### config.mk
export PLATFORM = sky130hd
export DESIGN_NAME = sd_cmd_tx
export DESIGN_NICKNAME = d
export VERILOG_FILES = /design/src/rtl/sd_cmd_tx.sv
export SDC_FILE = /design/constraint.sdc
export NUM_CORES = 1
export LEC_CHECK = 0
export ABC_AREA = 1
export ABC_CLOCK_PERIOD_IN_PS = 1800
export BUFFER_PORTS_ARGS = -buffer_cell sky130_fd_sc_hd__clkbuf_2
export CAP_MARGIN = 15
export CORE_UTILIZATION = 30
export DETAILED_ROUTE_END_ITERATION = 6
export HOLD_SLACK_MARGIN = 0.05
export PLACE_DENSITY_LB_ADDON = 0.12
export SYNTH_ARGS = -nofsm -noshare
export SYNTH_HDL_FRONTEND = slang
export SYNTH_SLANG_ARGS = --single-unit
### constraint.sdc
create_clock -name clk -period 1.8 [get_ports clk]
set_input_delay 0.45 -clock clk [delete_from_list [all_inputs] [get_ports clk]]
set_output_delay 0.45 -clock clk [all_outputs]
set_load 0.01 [all_outputs]
### src/rtl/sd_cmd_tx.sv
// SD host CMD-line serializer: sends one 48-bit command frame with CRC7, then releases the line.
// Latency: bit 0 on the line the clk after accept; one bit per bit_strobe; done HOLDOFF strobes after the end bit.
// Backpressure: start is only taken while idle (busy=0); abort drops the frame at once.
module sd_cmd_tx #(
  parameter int HOLDOFF = 8
) (
  input  logic        clk,
  input  logic        reset_n,
  input  logic        bit_strobe,
  input  logic        start,
  input  logic [5:0]  cmd_index,
  input  logic [31:0] cmd_arg,
  input  logic        abort,
  output logic        cmd_out,
  output logic        cmd_oe,
  output logic        busy,
  output logic        done
);

  localparam logic [2:0] S_IDLE  = 3'd0;
  localparam logic [2:0] S_SHIFT = 3'd1;
  localparam logic [2:0] S_CRC   = 3'd2;
  localparam logic [2:0] S_END   = 3'd3;
  localparam logic [2:0] S_HOLD  = 3'd4;

  localparam logic [7:0] HOLD_LAST = 8'(HOLDOFF - 1);

  logic [2:0]  state;
  logic [39:0] sreg;      // remaining header/argument bits, MSB is the bit on the line
  logic [6:0]  crc;
  logic [6:0]  crc_next;
  logic        crc_fb;
  logic [5:0]  bit_cnt;   // index of the bit currently on the line
  logic [7:0]  hold_cnt;

  // CRC7 (x^7 + x^3 + 1) step for the bit that is about to retire.
  always_comb begin
    crc_fb   = sreg[39] ^ crc[6];
    crc_next = {crc[5], crc[4], crc[3], crc[2] ^ crc_fb, crc[1], crc[0], crc_fb};
  end

  // Frame sequencer: abort beats start and strobe; progress only on bit_strobe.
  always_ff @(posedge clk or negedge reset_n) begin
    if (!reset_n) begin
      state    <= S_IDLE;
      sreg     <= '0;
      crc      <= '0;
      bit_cnt  <= '0;
      hold_cnt <= '0;
      cmd_out  <= 1'b1;
      cmd_oe   <= 1'b0;
      busy     <= 1'b0;
      done     <= 1'b0;
    end else begin
      done <= 1'b0;
      if (abort) begin
        state   <= S_IDLE;
        cmd_oe  <= 1'b0;
        cmd_out <= 1'b1;
        busy    <= 1'b0;
      end else begin
        case (state)
          S_IDLE: begin
            if (start && !busy) begin
              // Accept: bit 0 (start bit) goes out now; a coincident strobe does not retire it.
              sreg     <= {2'b01, cmd_index, cmd_arg};
              crc      <= '0;
              bit_cnt  <= '0;
              hold_cnt <= '0;
              cmd_out  <= 1'b0;
              cmd_oe   <= 1'b1;
              busy     <= 1'b1;
              state    <= S_SHIFT;
            end
          end
          S_SHIFT: begin
            if (bit_strobe) begin
              bit_cnt <= bit_cnt + 6'd1;
              if (bit_cnt == 6'd39) begin
                // Last covered bit retires: crc is final, launch its MSB.
                crc     <= crc_next;
                cmd_out <= crc_next[6];
                state   <= S_CRC;
              end else begin
                crc     <= crc_next;
                sreg    <= {sreg[38:0], 1'b0};
                cmd_out <= sreg[38];
              end
            end
          end
          S_CRC: begin
            if (bit_strobe) begin
              bit_cnt <= bit_cnt + 6'd1;
              if (bit_cnt == 6'd46) begin
                cmd_out <= 1'b1;
                state   <= S_END;
              end else begin
                // Shift the finished crc out; no accumulation here.
                crc     <= {crc[5:0], 1'b0};
                cmd_out <= crc[5];
              end
            end
          end
          S_END: begin
            if (bit_strobe) begin
              cmd_oe   <= 1'b0;
              cmd_out  <= 1'b1;
              hold_cnt <= '0;
              state    <= S_HOLD;
            end
          end
          S_HOLD: begin
            if (bit_strobe) begin
              if (hold_cnt == HOLD_LAST) begin
                done  <= 1'b1;
                busy  <= 1'b0;
                state <= S_IDLE;
              end else begin
                hold_cnt <= hold_cnt + 8'd1;
              end
            end
          end
          default: begin
            state   <= S_IDLE;
            cmd_oe  <= 1'b0;
            cmd_out <= 1'b1;
            busy    <= 1'b0;
          end
        endcase
      end
    end
  end

endmodule

After elaboration in Yosys (flattened, before gate mapping)
Cells that the tools add are included.
{ "word_totals": {"register_bits": 68, "out_inout_bits": 4, "word_cells": 106} }
{ "classes": {"n_addsub": 2, "n_eq_ne": 27, "muxes": 47, "bitwise": 3, "reduce_logical": 18} }
{ "op_table": {"columns": ["operator", "count"], "rows": [
  ["$mux W40", 3],
  ["$pmux W40 S2", 1],
  ["$mux W8", 4],
  ["$mux W7", 4],
  ["$mux W3", 9],
  ["$ne A3 B3 Y1 const B", 8],
  ["$pmux W8 S3", 1],
  ["$pmux W7 S3", 1],
  ["$ne A2 B2 Y1 const B", 9],
  ["$mux W1", 17],
  ["$pmux W3 S5", 1],
  ["$eq A6 B6 Y1 const B", 2],
  ["$mux W6", 2],
  ["$pmux W6 S2", 1],
  ["$reduce_and A6 Y1", 2],
  ["$reduce_and A5 Y1", 2],
  ["$add A8 B1 Y8 const B", 1],
  ["$eq A8 B3 Y1 const B", 1],
  ["$reduce_and A4 Y1", 2],
  ["$reduce_and A8 Y1", 1],
  ["$add A6 B1 Y6 const B", 1],
  ["$eq A3 B2 Y1 const B", 2],
  ["$ne A2 B1 Y1 const B", 3],
  ["$pmux W1 S3", 2],
  ["13 further kinds", 17]
]} }

Longest topological paths before layout
{ "logic_depth": {"ltp_word": 5, "depth_mapped": 10, "ltp_nobuf": 10} }

Least setup slack after synthesis
OpenSTA, ideal clock, no wires.
{ "synth_timing": {"kind": "reg-to-reg", "start": "register state[2]", "end": "register sreg[10]", "setup_ns": 0.123, "arrival_time_ns": 1.263, "required_time_ns": 1.677, "slack_ns": 0.414, "path_stages_with_launch": 8, "path_buffers": 1, "period_less_slack_ns": 1.386, "path_cell_list": "dfrtp_1 -> inv_2 -> nand2_1 -> nor2_2 -> nand3_1 -> nand4_2 -> buf_2 -> o21ai_1"} }
{ "synth_via": {"elab_chain_cells": 3, "elab_cells_between_ends": 8, "cone_classes": "4 x eq/ne; 1 x mux; 3 x reduce/logical"} }
{ "synth_lines": {"columns": ["item", "line_no", "source"], "rows": [
  ["from (decl)", "28", "logic [2:0] state;"],
  ["from (signal assigned)", "45", "state <= S_IDLE;"],
  ["from (signal assigned)", "57", "state <= S_IDLE;"],
  ["from (signal assigned)", "73", "state <= S_SHIFT;"],
  ["$eq A3 B1 Y1 or $logic_not A3 Y1 (tied branches)", "62", "case (state)"],
  ["$ne A2 B2 Y1 (no source line) or $reduce_bool A2 Y1 (tied branches)", null, null],
  ["$reduce_and A5 Y1 (no source line)", null, null],
  ["to (signal assigned)", "66", "sreg <= {2'b01, cmd_index, cmd_arg};"],
  ["to (signal assigned)", "86", "sreg <= {sreg[38:0], 1'b0};"],
  ["to (decl)", "29", "logic [39:0] sreg;"]
]} }
Parallel ways exist; a longest one is shown, timed or not.
A chain may end at the register's enable or synchronous reset.

Worst setup path after layout
{ "layout_timing": {"start": "register state[2]", "end": "register sreg[21]"} }
Same word-level chain as after synthesis.

==> summary.txt <==
Route
  • Drt initial violations: 170
  • Routed Antenna Nets: 0
  • Via count: 2892
  • DRC: 5
  • Drt pass-1 iters: 7
  • Via density: 4.51
  • Wire per inst: 12.0 um
  • Routed WL: 7.67 mm

Timing
  • Period utilisation layout: 0.913
  • Fmax: 608 MHz
  • Setup TNS: 0 ps
  • Worst Skew: 5.36 ps
  • Period minus WS final: 1640 ps
  • Hold WS: 137 ps
  • Final hold vios: 0
  • RSZ-0062 raised after global routing: false
  • Setup WS post-layout: 156 ps
  • Slew @ Worst Pin: 379 ps
  • Headroom to the max-slew limit: 0.747
  • Setup violators final: 0
  • Final Slew Violations: 0

Floorplanning
  • Core box area: 11500 um2
  • DIE WIDTH: 111 um
  • Die area: 12400 um2
  • Die Ht: 111 um
  • Site row count: 39
  • # IOs: 47
  • Initial Util: 0.311

Placed design
  • Placed insts: 625
  • I/O Buffers: 46
  • GPL Wtd Cong: 0.814
  • Post-Place Setup Slack: 100 ps
  • DP HPWL: 5.30 mm

Clocking
  • CTS resizes: 0
  • H-tree Lvls: 3
  • Worst-skew pair later-pin latency: 340 ps
  • Root buf cell: clkbuf_16
  • Post CTS Setup Buffer Count: 0
  • Hold_buf cts: 0
  • Reg clk slew, reported paths: 60 ps
  • Clock buffer depth: 2
  • Clock sinks: 68
  • CTS tree: built
  • CTS Buf Count: 9

Layout
  • N_diodes: 0
  • Area Growth Syn to Fin: 23.2%
  • Net count, final: 539
  • Share of post-route cells with drive strength above 1: 0.187
  • Non-Filler Instances: 641

Outcome
  • Status: finished with violations
  • Violated checks: DRC

Worst setup path
  • Worst r2r dst: sreg[21]$_DFFE_PN0P_
  • Slowest Stage Delay on Critical Path: 460 ps
  • Worst-path cell chain: inv_2 > nand2_1 > nor2_4 > nand3_2 > nand4_4 > buf_12 > nand2_1 > o21ai_1
  • Slowest CP cell: dfrtp_1
  • Flop2flop setup slack: 160 ps
  • Critical path startpoint category: flop
  • Peak fanout along the critical path: 44
  • Worst R2R Start: state[2]$_DFFE_PN0P_
  • Arr. time, crit path: 1900 ps
  • Kind of critical path: reg -> reg
  • Worst setup EP type: flop
  • Reg2reg path depth: 8
  • Worst path most repeated cell: nand2_1
  • CP Data Required Time: 2050 ps

Power
  • Leak: 2.31 nW
  • Total Power: 6.81 mW
  • VDD IR-drop max: 0.000622 V
  • Pwr/cell area: 1540 nW/um2

Global routing
  • Total grt overflow: 0
  • First-pass GRT wire length: 13.6 mm
  • Initial antenna violation count: 0
  • Largest net degree at the start of global routing: 69
  • GRT Total Usage: 0.140
  • Vias in the first global route: 2822

Yosys
  • Mapped Area: 3580 um2
  • Synthesis Warnings: 0
  • Mapped Cells: 443
  • Yosys reg bits: 68
  • Syn_nets: 489
  • Netlist cell types: 28
  • Number of flops mapped to enable cells by yosys: 0
  • Most used DFF post-synth: dfrtp_1
  • Sequential cell area fraction in the yosys report: 0.475
  • Asr flop ratio synth: 1.00
  • Mean Syn Cell Area: 8.09 um2

Job
  • Max Cap Violations: 0

Min path
  • Hold Path Class: in -> async
==> per-layer routing <==
metal	part of all wire	global-route usage
met5	0	0
met4	0.020	0.0784
met3	0.037	0.0361
met2	0.45	0.199
met1	0.49	0.191
==> area by class of cell <==
cell class                 count  area, um2
fill                        1189       7100
sequential                    68       1700
multi-input combinational    322       1700
timing repair buffer          54        353
clock buffer                  11        253
tap                          143        179
inverter                      38        143
clock inverter                 5       83.8
==> cell usage after synthesis, types with 2 or more instances <==
| cell type | number | area (um2) |
|---|---|---|
| buf_2 | 14 | 70.1 |
| ha_1 | 3 | 37.5 |
| nand3_2 | 2 | 20.0 |
| nand2_1 | 146 | 548 |
| nand4_1 | 5 | 31.3 |
| xor2_1 | 3 | 26.3 |
| nor3_1 | 2 | 10.0 |
| dfrtp_1 | 67 | 1680 |
| nand2_2 | 2 | 12.5 |
| inv_1 | 31 | 116 |
| o21ai_0 | 5 | 25.0 |
| nand3_1 | 18 | 90.1 |
| mux2i_1 | 37 | 370 |
| nor2_2 | 4 | 25.0 |
| nor2_4 | 2 | 22.5 |
| xnor2_1 | 2 | 17.5 |
| inv_2 | 6 | 22.5 |
| nor2_1 | 39 | 146 |
| o21ai_1 | 46 | 230 |
==> critical path, delay by kind of cell, from the launching register on <==
family / cells / cell delay [ps]
AOI/OAI and AO/OA: 1 / 90
buffers and inverters: 2 / 380
DFF: 1 / 460
and+or+nand+nor: 5 / 610
==> worst max path at each step <==
stage | startpoint | end | slack (ps) | depth (start not counted)
3_3_place_gp | state[2]$_DFFE_PN0P_ | sreg[31]$_DFFE_PN0P_ | 60 | 7
3_5_place_dp | state[2]$_DFFE_PN0P_ | sreg[1]$_DFFE_PN0P_ | 100 | 8
6_report | state[2]$_DFFE_PN0P_ | sreg[21]$_DFFE_PN0P_ | 160 | 8
5_1_grt | state[2]$_DFFE_PN0P_ | sreg[21]$_DFFE_PN0P_ | 20 | 8
2_1_floorplan | state[2]$_DFFE_PN0P_ | sreg[10]$_DFFE_PN0P_ | 410 | 7
4_1_cts | state[2]$_DFFE_PN0P_ | sreg[21]$_DFFE_PN0P_ | 40 | 8
==> state kept, by name, summed over array words and instances (netlist names) <==
register and count:
bit_cnt 6, cmd_out 1, sreg 40, crc 7, busy 1, cmd_oe 1
state 3, hold_cnt 8, done 1
==> report_power, final <==
group          switching, mW  internal [mW]
logic                   1.46           1.02
registers              0.294           2.07
clock network          0.686           1.29
total                   2.44           4.38
==> cell usage in the layout (no fill, tap or decap), types with 2 or more instances in the layout <==
cell type	n
nor2_2	2
ha_1	3
o21ai_1	46
inv_1	30
nand3_4	2
nand2_1	145
clkbuf_8	2
o21ai_0	5
buf_12	5
xor2_1	3
clkinvlp_4	2
buf_4	3
xnor2_1	2
dfrtp_1	67
inv_2	7
clkbuf_2	45
nand2_2	3
clkbuf_16	9
bufinv_16	2
nand4_1	5
nor2_4	4
nor2_1	39
nor3_1	2
mux2i_1	37
nand3_1	17
==> cell families (layout without fill, tap and decap cells) <==
logic type,after synthesis,in the layout,share of synthesized area
DFF,68,68,0.475
adders and majority gates,3,3,0.0105
muxes,37,37,0.103
AOI/OAI and AO/OA,54,54,0.0772
buffers and inverters,53,108,0.0615
and+or+nand+nor,223,223,0.260
xor gates and xnor gates,5,5,0.0122
==> per-stage QoR <==
| step | util | instance area [um2] |
|---|---|---|
| 4_1_cts | 0.381 | 4380 |
| 5_1_grt | 0.383 | 4420 |
| 3_3_place_gp | 0.351 | 4050 |
| 2_1_floorplan | - | 3580 |
| 6_report | 0.383 | 4420 |
| 3_5_place_dp | 0.351 | 4050 |
Note: power is estimated with default switching activity, not from simulation.
